--- src/rtl/lab8_soc_sysinfo_regs.sv ---
// System-info Avalon-MM slave: build ID, timestamp, uptime, ms counter,
// CTRL (clear/freeze) and byte-writable scratch regs; 1-cycle read latency.
// Ports: clock, reset (sync, high), address[3:0], read, write,
//   writedata[31:0], byteenable[3:0] -> readdata[31:0], readdatavalid.
module lab8_soc_sysinfo_regs #(
  parameter logic [31:0] SYSTEM_ID   = 32'hCAFE_0001,
  parameter logic [31:0] TIMESTAMP   = 32'd0,
  parameter int unsigned NUM_SCRATCH = 4,
  parameter int unsigned PRESCALE    = 50000
) (
  input  logic        clock,
  input  logic        reset,
  input  logic [3:0]  address,
  input  logic        read,
  input  logic        write,
  input  logic [31:0] writedata,
  input  logic [3:0]  byteenable,
  output logic [31:0] readdata,
  output logic        readdatavalid
);

  localparam logic [31:0] PS_MAX = 32'(PRESCALE - 1);
  localparam logic [7:0]  NS8    = 8'(NUM_SCRATCH);

  logic [63:0] uptime;
  logic [31:0] presc;
  logic [31:0] ms_count;
  logic [31:0] hi_shadow;
  logic        freeze;
  logic [31:0] scratch [NUM_SCRATCH];

  logic        a_id, a_ts, a_lo, a_hi;
  logic        a_ms, a_ctrl, a_info;
  logic        ctrl_wr, clear;
  logic [31:0] scr_rd;
  logic [31:0] rd_mux;

  assign a_id   = (address == 4'd0);
  assign a_ts   = (address == 4'd1);
  assign a_lo   = (address == 4'd2);
  assign a_hi   = (address == 4'd3);
  assign a_ms   = (address == 4'd4);
  assign a_ctrl = (address == 4'd5);
  assign a_info = (address == 4'd6);

  assign ctrl_wr = write && a_ctrl && byteenable[0];
  assign clear   = ctrl_wr && writedata[0];

  always_comb begin
    scr_rd = '0;
    for (int k = 0; k < NUM_SCRATCH; k++) begin
      if (address == 4'(8 + k)) scr_rd = scratch[k];
    end
  end

  // Mux uses pre-edge state, so a colliding write is not seen.
  always_comb begin
    rd_mux = '0;
    unique case (1'b1)
      a_id:    rd_mux = SYSTEM_ID;
      a_ts:    rd_mux = TIMESTAMP;
      a_lo:    rd_mux = uptime[31:0];
      a_hi:    rd_mux = hi_shadow;
      a_ms:    rd_mux = ms_count;
      a_ctrl:  rd_mux = {30'd0, freeze, 1'b0};
      a_info:  rd_mux = {24'd0, NS8};
      default: rd_mux = scr_rd;
    endcase
  end

  always_ff @(posedge clock) begin
    if (reset) begin
      readdata      <= '0;
      readdatavalid <= 1'b0;
      uptime        <= '0;
      presc         <= '0;
      ms_count      <= '0;
      hi_shadow     <= '0;
      freeze        <= 1'b0;
      for (int k = 0; k < NUM_SCRATCH; k++) begin
        scratch[k] <= '0;
      end
    end else begin
      readdatavalid <= read;
      if (read) readdata <= rd_mux;
      // Latch high word alongside low word for a tear-free 64-bit read.
      if (read && a_lo) hi_shadow <= uptime[63:32];
      if (ctrl_wr) freeze <= writedata[1];
      if (clear) begin
        uptime   <= '0;
        presc    <= '0;
        ms_count <= '0;
      end else if (!freeze) begin
        uptime <= uptime + 64'd1;
        if (presc == PS_MAX) begin
          presc    <= '0;
          ms_count <= ms_count + 32'd1;
        end else begin
          presc <= presc + 32'd1;
        end
      end
      for (int k = 0; k < NUM_SCRATCH; k++) begin
        if (write && address == 4'(8 + k)) begin
          for (int b = 0; b < 4; b++) begin
            if (byteenable[b]) begin
              scratch[k][8*b +: 8] <= writedata[8*b +: 8];
            end
          end
        end
      end
    end
  end

endmodule

--- config.mk ---
export PLATFORM = sky130hd
export DESIGN_NAME = lab8_soc_sysinfo_regs
export DESIGN_NICKNAME = d
export VERILOG_FILES = /design/src/rtl/lab8_soc_sysinfo_regs.sv
export SDC_FILE = /design/constraint.sdc
export NUM_CORES = 1
export LEC_CHECK = 0
export CORE_MARGIN = 2
export CORE_UTILIZATION = 40
export DETAILED_ROUTE_END_ITERATION = 8
export SETUP_SLACK_MARGIN = 0.1
export SYNTH_ARGS = -nofsm -noshare
export SYNTH_HDL_FRONTEND = slang
export SYNTH_SLANG_ARGS = --single-unit
--- constraint.sdc ---
create_clock -name clock -period 3.1 [get_ports clock]
set_clock_uncertainty 0.05 [all_clocks]
set_input_delay 0.62 -clock clock [delete_from_list [all_inputs] [get_ports clock]]
set_output_delay 0.62 -clock clock [all_outputs]
set_load 0.02 [all_outputs]
==> results of run 1 <==
-- final timing paths --
| path | from | endpoint | slack (ns) | cells past startpoint |
|---|---|---|---|---|
| worst min-delay path | hi_shadow[23] | hi_shadow[23] | 0.41 | 2 |
| worst min register to register | hi_shadow[23] | hi_shadow[23] | 0.41 | 2 |
| worst max register to register | ms_count[4] | ms_count[31] | 0.48 | 5 |
| worst max-delay path | ms_count[4] | ms_count[31] | 0.48 | 5 |
-- kinds of logic after synthesis --
group / count (synthesis) / share of synthesized area, %
DFF: 322 / 51.6
adders and majority gates: 3 / 0.251
buffers and inverters: 118 / 3.16
and+or+nand+nor: 672 / 24.0
xor gates and xnor gates: 60 / 3.51
AOI/OAI and AO/OA: 282 / 12.0
muxes: 52 / 5.48
-- per-layer routing --
layer | vias up | share of wire (%) | track usage [%]
li1 | 5619 | - | -
met1 | 5595 | 45 | 26.1
met2 | 263 | 49 | 33.8
met3 | 52 | 4.7 | 2.54
met4 | 0 | 2.2 | 5.68
met5 | - | 0 | 0
-- sequential cells by signal, summed over array words and instances, names as in the netlist --
signal,count
presc,32
ms_count,32
readdatavalid,1
freeze,1
hi_shadow,32
uptime,64
scratch,128
readdata,32
-- worst register-to-register path: stages (launching register included) --
cell      delay (ns)
dfxtp_1         0.43
nand4_2         0.19
or4_1           0.96
nand2b_4        0.31
or4_1           0.46
a21oi_1         0.14
-- cells in the final DEF, fill, tap and decap left out, types with 42 or more instances in the layout --
cell,instances
nor2_1,115
nand2_1,150
nand3_1,59
clkdlybuf4s50_1,72
edfxtp_1,128
dfxtp_1,194
o21ai_0,53
and2_1,136
a21oi_1,119
buf_4,42
-- stage by stage --
stage          instance area, µm²  std cells  util (%)  power, mW
2_1_floorplan               15000       1509         -       4.99
3_3_place_gp                16300       2005      44.4       5.25
3_5_place_dp                16300       2005      44.4       5.26
4_1_cts                     17500       2064      47.6       9.52
5_1_grt                     17500       2064      47.6       9.75
6_report                    17500       2064      47.6       9.43
-- area by class of cell --
| class | instances | area, µm² |
|---|---|---|
| Multi-Input combinational cell | 1069 | 6780 |
| Sequential cell | 322 | 7730 |
| Timing Repair Buffer | 119 | 1090 |
| Fill cell | 3397 | 19200 |
| Clock inverter | 12 | 140 |
| Tap cell | 468 | 586 |
| Clock buffer | 47 | 1030 |
| Inverter | 27 | 101 |
-- power by group --
part	switching [mW]	leakage (nW)	total (mW)	internal, mW
clock network	1.68	0.574	4.26	2.58
registers	0.0569	2.79	4.58	4.52
logic	0.340	2.45	0.587	0.247
total	2.07	5.81	9.43	7.35
==> flow_summary.json, run 1 <==
{
  "status": "finished, final reports clean",
  "initial_utilization_pct": 40.8,
  "hold_viol_final": 0,
  "crit_slowest_cell": "or4_1",
  "synth_common_cells": "dfxtp_1, nand2_1, and2_1",
  "holdWs_ns": 0.411,
  "grtUsageTotal_pct": 19.7,
  "drcViolationCount": 0,
  "routed-via-count": 11500,
  "cts_hold_buf": 0,
  "p_per_area_nw_per_um2": 540,
  "dp_hpwl_um": 26800,
  "synth_edf_count": 128,
  "cts_buffers": 36,
  "grt_pass1_vias": 11100,
  "routabilityCongestion": 0.791,
  "synth_seq_cells": 322,
  "cp-start-kind": "flip-flop",
  "drt_first_iter_violations": 910,
  "cts_setup_buffers": 0,
  "layout_setup_ws_ns": 0.476,
  "wl_per_cell_um": 18.4,
  "cts-resized-gates": 0,
  "endpoint_kind": "flip-flop",
  "slew_headroom_pct": 43.7,
  "ios": 77,
  "synth_area_leaders": "dfxtp_1, edfxtp_1, and2_1, a21oi_1, nand2_1",
  "drv_slew": 0,
  "insertion_delay_ns": 0.53,
  "nNetsFinal": 1622,
  "p_leak_nw": 5.81,
  "critPathMaxStageDelay_ns": 0.96,
  "ys_seq_area_share_pct": 51.6,
  "cp.arrival_ns": 3.02,
  "grt_max_degree": 96,
  "totalWireLength_um": 38000,
  "antenna_cells": 0,
  "port_buffers": 76,
  "area.growth.synth_to_final_pct": 16.6,
  "hp-class": "reg -> reg",
  "vdd_drop_max_v": 0.000445,
  "die_x_um": 197,
  "coreArea_um2": 36700,
  "pre_cts_slack_ns": 0.272,
  "worst-path-buf-inv": 0,
  "post_drt_via_cell_ratio": 5.59,
  "rsz0062_at_grt": "no",
  "layout-drive-gt1-share_pct": 8.83,
  "tightest_slew_ns": 0.844,
  "finalSetupViolations": 0,
  "syn_nets": 1556,
  "die_y_um": 197,
  "drtAntennaViolNets": 0,
  "crit_fanout": 25,
  "grt_overflow": 0,
  "path_delay_family": "simple AND/OR/NAND/NOR gates",
  "cap_violations": 0,
  "crit_chain": "nand4_2 -> or4_1 -> nand2b_4 -> or4_1 -> a21oi_1",
  "path_class": "reg -> reg",
  "timing.setup.tns_ns": 0,
  "cts_root_buf": "clkbuf_16",
  "yosysWarnings": 0,
  "core.rowCount": 70,
  "syn_inst": 1509,
  "h-tree-depth": 2,
  "syn_area_um2": 15000,
  "antenna_found_initial": 0,
  "yosysTopAreaCellShare_pct": 25.9,
  "yosysMostFrequentCell": "dfxtp_1",
  "period_share_pct": 84.7,
  "async_flop_share_pct": 0,
  "clk_pin_slew_ns": 0.06,
  "synth_top_area_cell": "dfxtp_1",
  "synth-main-ff-cell": "dfxtp_1",
  "syn_avg_cell_area_um2": 9.92,
  "clock_sinks": 322,
  "fmax_mhz": 381,
  "fin_crit_ns": 2.62,
  "netlist-cell-type-count": 56,
  "ctsLongestPathBuffers": 3,
  "dieArea_um2": 39000,
  "drt_pass1_iterations": 5,
  "required_ns": 3.49,
  "grt_first_pass_wirelength_um": 61000,
  "path_common_cell": "or4_1",
  "cts_tree": "built"
}
No activity file was read; power rests on OpenSTA's default activity.
==> run 2, diff against run 1 <==
Clock period 3.1 ns to 2.5 ns, I/O delays scaled along.
==> flow_summary.json, run 2 (same netlist as run 1, synthesis figures left out) <==
{
  "grt_pass1_vias": 11700,
  "h-tree-depth": 2,
  "layout-drive-gt1-share_pct": 13.4,
  "cp_num_cells": 6,
  "grt_overflow": 0,
  "largest_registers": "scratch: 128 flops, uptime: 64 flops",
  "cts_hold_buf": 0,
  "regMostFlops": "scratch",
  "p_leak_nw": 6.32,
  "cts_buffers": 38,
  "swShare_pct": 22.6,
  "required_ns": 2.90,
  "fin_util_pct": 50.0,
  "status": "finished, final reports clean",
  "coreArea_um2": 36700,
  "drv_slew": 0,
  "worst-path-buf-inv": 1,
  "period_share_pct": 91.4,
  "nNetsFinal": 1689,
  "vdd_drop_max_v": 0.000414,
  "hold_viol_final": 0,
  "mostFrequentLayoutCell": "dfxtp_1",
  "crit_fanout": 25,
  "routabilityCongestion": 0.842,
  "ctsLongestPathBuffers": 3,
  "path_class": "reg -> reg",
  "wl_per_cell_um": 18.5,
  "timing.setup.tns_ns": 0,
  "critPathMaxStageDelay_ns": 0.54,
  "switchingPower_mw": 2.72,
  "cp-start-kind": "flip-flop",
  "hp-class": "in -> reg",
  "cts_root_buf": "clkbuf_16",
  "fin_crit_ns": 2.28,
  "clk_pin_slew_ns": 0.06,
  "drcViolationCount": 0,
  "combPwrFrac_pct": 6.9,
  "largest_register_ffs": 128,
  "drt_first_iter_violations": 953,
  "tightest_slew_ns": 0.594,
  "path_delay_family": "simple AND/OR/NAND/NOR gates",
  "clkPwrFrac_pct": 45.8,
  "path_common_cell": "or4_1",
  "layout_common_cells": "dfxtp_1, nand2_1, and2_1, edfxtp_1, a21oi_1",
  "totalWireLength_um": 39600,
  "rsz0062_at_grt": "no",
  "grt_first_pass_wirelength_um": 64100,
  "die_y_um": 197,
  "endpoint_kind": "flip-flop",
  "grt_max_degree": 66,
  "p_per_area_nw_per_um2": 655,
  "area.growth.synth_to_final_pct": 22.7,
  "reg2reg_depth": 6,
  "antenna_cells": 0,
  "fmax_mhz": 438,
  "antenna_found_initial": 0,
  "p_int_mw": 9.31,
  "dieArea_um2": 39000,
  "finalSetupViolations": 0,
  "crit_slowest_cell": "or4_1",
  "port_buffers": 76,
  "clock_sinks": 322,
  "seqPwrFrac_pct": 47.2,
  "cts_tree": "built",
  "slew_headroom_pct": 60.4,
  "drtAntennaViolNets": 0,
  "cap_violations": 0,
  "cp.arrival_ns": 2.69,
  "die_x_um": 197,
  "initial_utilization_pct": 40.8,
  "reg2reg_slack_ns": 0.22,
  "dp_hpwl_um": 28500,
  "ios": 77,
  "hold_depth": 2,
  "routed-via-count": 12000,
  "grtUsageTotal_pct": 20.7,
  "core.rowCount": 70,
  "drt_pass1_iterations": 5,
  "post_drt_via_cell_ratio": 5.59,
  "crit_chain": "nand4_1 -> or4_1 -> buf_4 -> nand2b_4 -> or4_1 -> a21oi_1",
  "insertion_delay_ns": 0.54
}
[run 2: cell count changes in the layout (fill, tap and decap cells not counted), sizes merged]
cell | previous run | this run
buf | 47 | 112
clkinvlp | 1 | 0
bufinv | 3 | 4
clkinv | 8 | 12
clkbuf | 47 | 50
inv | 27 | 29
[run 2: worst register-to-register path, stage by stage, from the launching register on]
cell	delay, ns
dfxtp_1	0.39
nand4_1	0.18
or4_1	0.54
buf_4	0.23
nand2b_4	0.19
or4_1	0.46
a21oi_1	0.15
[run 2: routing by layer]
| layer | GRT usage, % | vias to the layer above | wire, µm | share of wire [%] |
|---|---|---|---|---|
| li1 | - | 5769 | - | - |
| met1 | 27.6 | 5834 | 17600 | 44 |
| met2 | 35.2 | 288 | 19200 | 48 |
| met3 | 3.06 | 59 | 2010 | 5.1 |
| met4 | 5.35 | 0 | 827 | 2.1 |
| met5 | 0 | - | 0 | 0 |
[run 2: what timing repair did]
item	4_1_cts	5_1_grt
resized for setup	1	16
setup buffers	0	0
setup endpoints to repair	4	49
gates cloned	0	0
[run 2: worst paths after layout]
kind | start | endpoint
min | reset | readdata[10]
max | ms_count[10] | ms_count[31]
min reg2reg | hi_shadow[31] | hi_shadow[31]
max reg2reg | ms_count[10] | ms_count[31]
[run 2: final cells by class]
type / instances / area, µm²
repair buffers: 184 / 1880
multi-input cells: 1069 / 6830
clock inverters: 18 / 204
well taps: 468 / 586
clock buffers: 50 / 1030
fillers: 3346 / 18300
inverters: 27 / 101
flip-flops and latches: 322 / 7730
[run 2: through the flow]
| stage | setup slack [ns] | area (µm²) | total power [mW] | hold WS (ns) | instances |
|---|---|---|---|---|---|
| 2_1_floorplan | 0.162 | 15000 | 6.19 | 0.383 | 1509 |
| 3_3_place_gp | -0.0224 | 17100 | 6.61 | 0.390 | 2070 |
| 3_5_place_dp | -0.0432 | 17100 | 6.63 | 0.398 | 2070 |
| 4_1_cts | 0.157 | 18300 | 12.1 | 0.341 | 2138 |
| 5_1_grt | 0.120 | 18400 | 12.4 | 0.381 | 2138 |
| 6_report | 0.216 | 18400 | 12.0 | 0.371 | 2138 |
[run 2: power groups by stage]
| stage | Clock (mW) | Sequential, mW | Combinational, mW |
|---|---|---|---|
| 2_1_floorplan | 0 | 5.80 | 0.389 |
| 3_3_place_gp | 0 | 5.79 | 0.821 |
| 3_5_place_dp | 0 | 5.80 | 0.831 |
| 4_1_cts | 5.62 | 5.68 | 0.834 |
| 5_1_grt | 5.83 | 5.69 | 0.894 |
| 6_report | 5.51 | 5.68 | 0.831 |
==> run 3, diff against run 2 <==
Settings changed: CTS_CLUSTER_DIAMETER set to 50, SETUP_SLACK_MARGIN 0.1 to not set.
==> flow_summary.json, run 3 (same netlist as run 1, synthesis figures left out) <==
{
  "hp-class": "in -> reg",
  "fmax_mhz": 424,
  "coreArea_um2": 36700,
  "drt_first_iter_violations": 977,
  "ctsLongestPathBuffers": 3,
  "top_layer": "met4",
  "routabilityCongestion": 0.842,
  "antenna_found_initial": 0,
  "dp_hpwl_um": 28500,
  "grt_first_pass_wirelength_um": 64300,
  "cts_tree": "built",
  "port_buffers": 76,
  "h-tree-depth": 2,
  "area.growth.synth_to_final_pct": 22.7,
  "ios": 77,
  "grt_overflow": 0,
  "cap_violations": 0,
  "dpl_cell_area_um2": 17100,
  "die_y_um": 197,
  "path_delay_family": "simple AND/OR/NAND/NOR gates",
  "grt_max_degree": 66,
  "nNetsFinal": 1691,
  "wl_met3_um": 1980,
  "drv_slew": 0,
  "regMostFlops": "scratch",
  "antenna_cells": 0,
  "drcViolationCount": 0,
  "cp-start-kind": "flip-flop",
  "initial_utilization_pct": 40.8,
  "cts_hold_buf": 0,
  "dieArea_um2": 39000,
  "routed-via-count": 11900,
  "largest_register_ffs": 128,
  "drtAntennaViolNets": 0,
  "slew_headroom_pct": 59.8,
  "cts_buffers": 40,
  "crit_slowest_cell": "or4_1",
  "worst-path-buf-inv": 1,
  "fin_crit_ns": 2.36,
  "post_drt_via_cell_ratio": 5.58,
  "clk_pin_slew_ns": 0.06,
  "p_leak_nw": 6.28,
  "path_common_cell": "or4_1",
  "wl_met2_um": 19300,
  "required_ns": 2.90,
  "stdcell_area_um2": 18400,
  "drt_pass1_iterations": 5,
  "p_per_area_nw_per_um2": 664,
  "tightest_slew_ns": 0.597,
  "reg2reg_slack_ns": 0.14,
  "grt_pass1_vias": 11700,
  "crit_fanout": 25,
  "cp.arrival_ns": 2.76,
  "mostFrequentLayoutCell": "dfxtp_1",
  "layout_common_cells": "dfxtp_1, nand2_1, and2_1, edfxtp_1, a21oi_1",
  "core.rowCount": 70,
  "path_class": "reg -> reg",
  "cts_root_buf": "clkbuf_16",
  "drt-met1-wl_um": 17500,
  "hold_viol_final": 0,
  "grtUsageTotal_pct": 20.7,
  "crit_chain": "nand4_2 -> or4_1 -> buf_4 -> nand2b_4 -> or4_1 -> a21oi_1",
  "finalSetupViolations": 0,
  "insertion_delay_ns": 0.53,
  "largest_registers": "scratch: 128 flops, uptime: 64 flops",
  "rsz0062_at_grt": "no",
  "status": "finished, final reports clean",
  "period_share_pct": 94.3,
  "endpoint_kind": "flip-flop",
  "totalWireLength_um": 39600,
  "fin_util_pct": 50.0,
  "critPathMaxStageDelay_ns": 0.57,
  "wl_per_cell_um": 18.5,
  "clock_sinks": 322,
  "vdd_drop_max_v": 0.000523,
  "layout-drive-gt1-share_pct": 13.2,
  "die_x_um": 197
}
run 3: timing repair:
item | 4_1_cts | 5_1_grt
buffers inserted | 0 | 0
gates resized for setup | 0 | 2
endpoints found under the setup margin | 0 | 15
run 3: cell type report:
type	instances	area, µm²
Clock inverter	20	208
Tap cell	468	586
Fill cell	3349	18300
Sequential cell	322	7730
Timing Repair Buffer	184	1880
Inverter	27	101
Multi-Input combinational cell	1069	6780
Clock buffer	50	1080
run 3: through the flow:
step	worst slack [ns]	hold WS [ns]	std cells	setup TNS [ns]	power, mW
after floorplan	0.162	0.383	1509	0	6.19
after global placement	-0.0224	0.390	2070	-0.0569	6.61
after detailed placement	-0.0432	0.398	2070	-1.53	6.63
after CTS	0.0467	0.345	2140	0	12.3
after global routing	0.0204	0.383	2140	0	12.6
final	0.144	0.368	2140	0	12.2
run 3: worst paths after layout:
| kind | depth (start not counted) | to | from |
|---|---|---|---|
| max | 6 | ms_count[31] | ms_count[4] |
| min | 2 | readdata[10] | reset |
| max reg2reg | 6 | ms_count[31] | ms_count[4] |
| min reg2reg | 2 | hi_shadow[31] | hi_shadow[31] |
run 3: where the power goes:
part | switching [mW] | internal [mW]
Clock | 2.29 | 3.39
Combinational | 0.438 | 0.391
Sequential | 0.0724 | 5.61
Total | 2.80 | 9.39
run 3: routing by layer:
layer  track usage [%]  up-vias
li1                  -     5777
met1              27.7     5799
met2              35.2      304
met3              3.06       56
met4              5.37        0
met5                 0        -
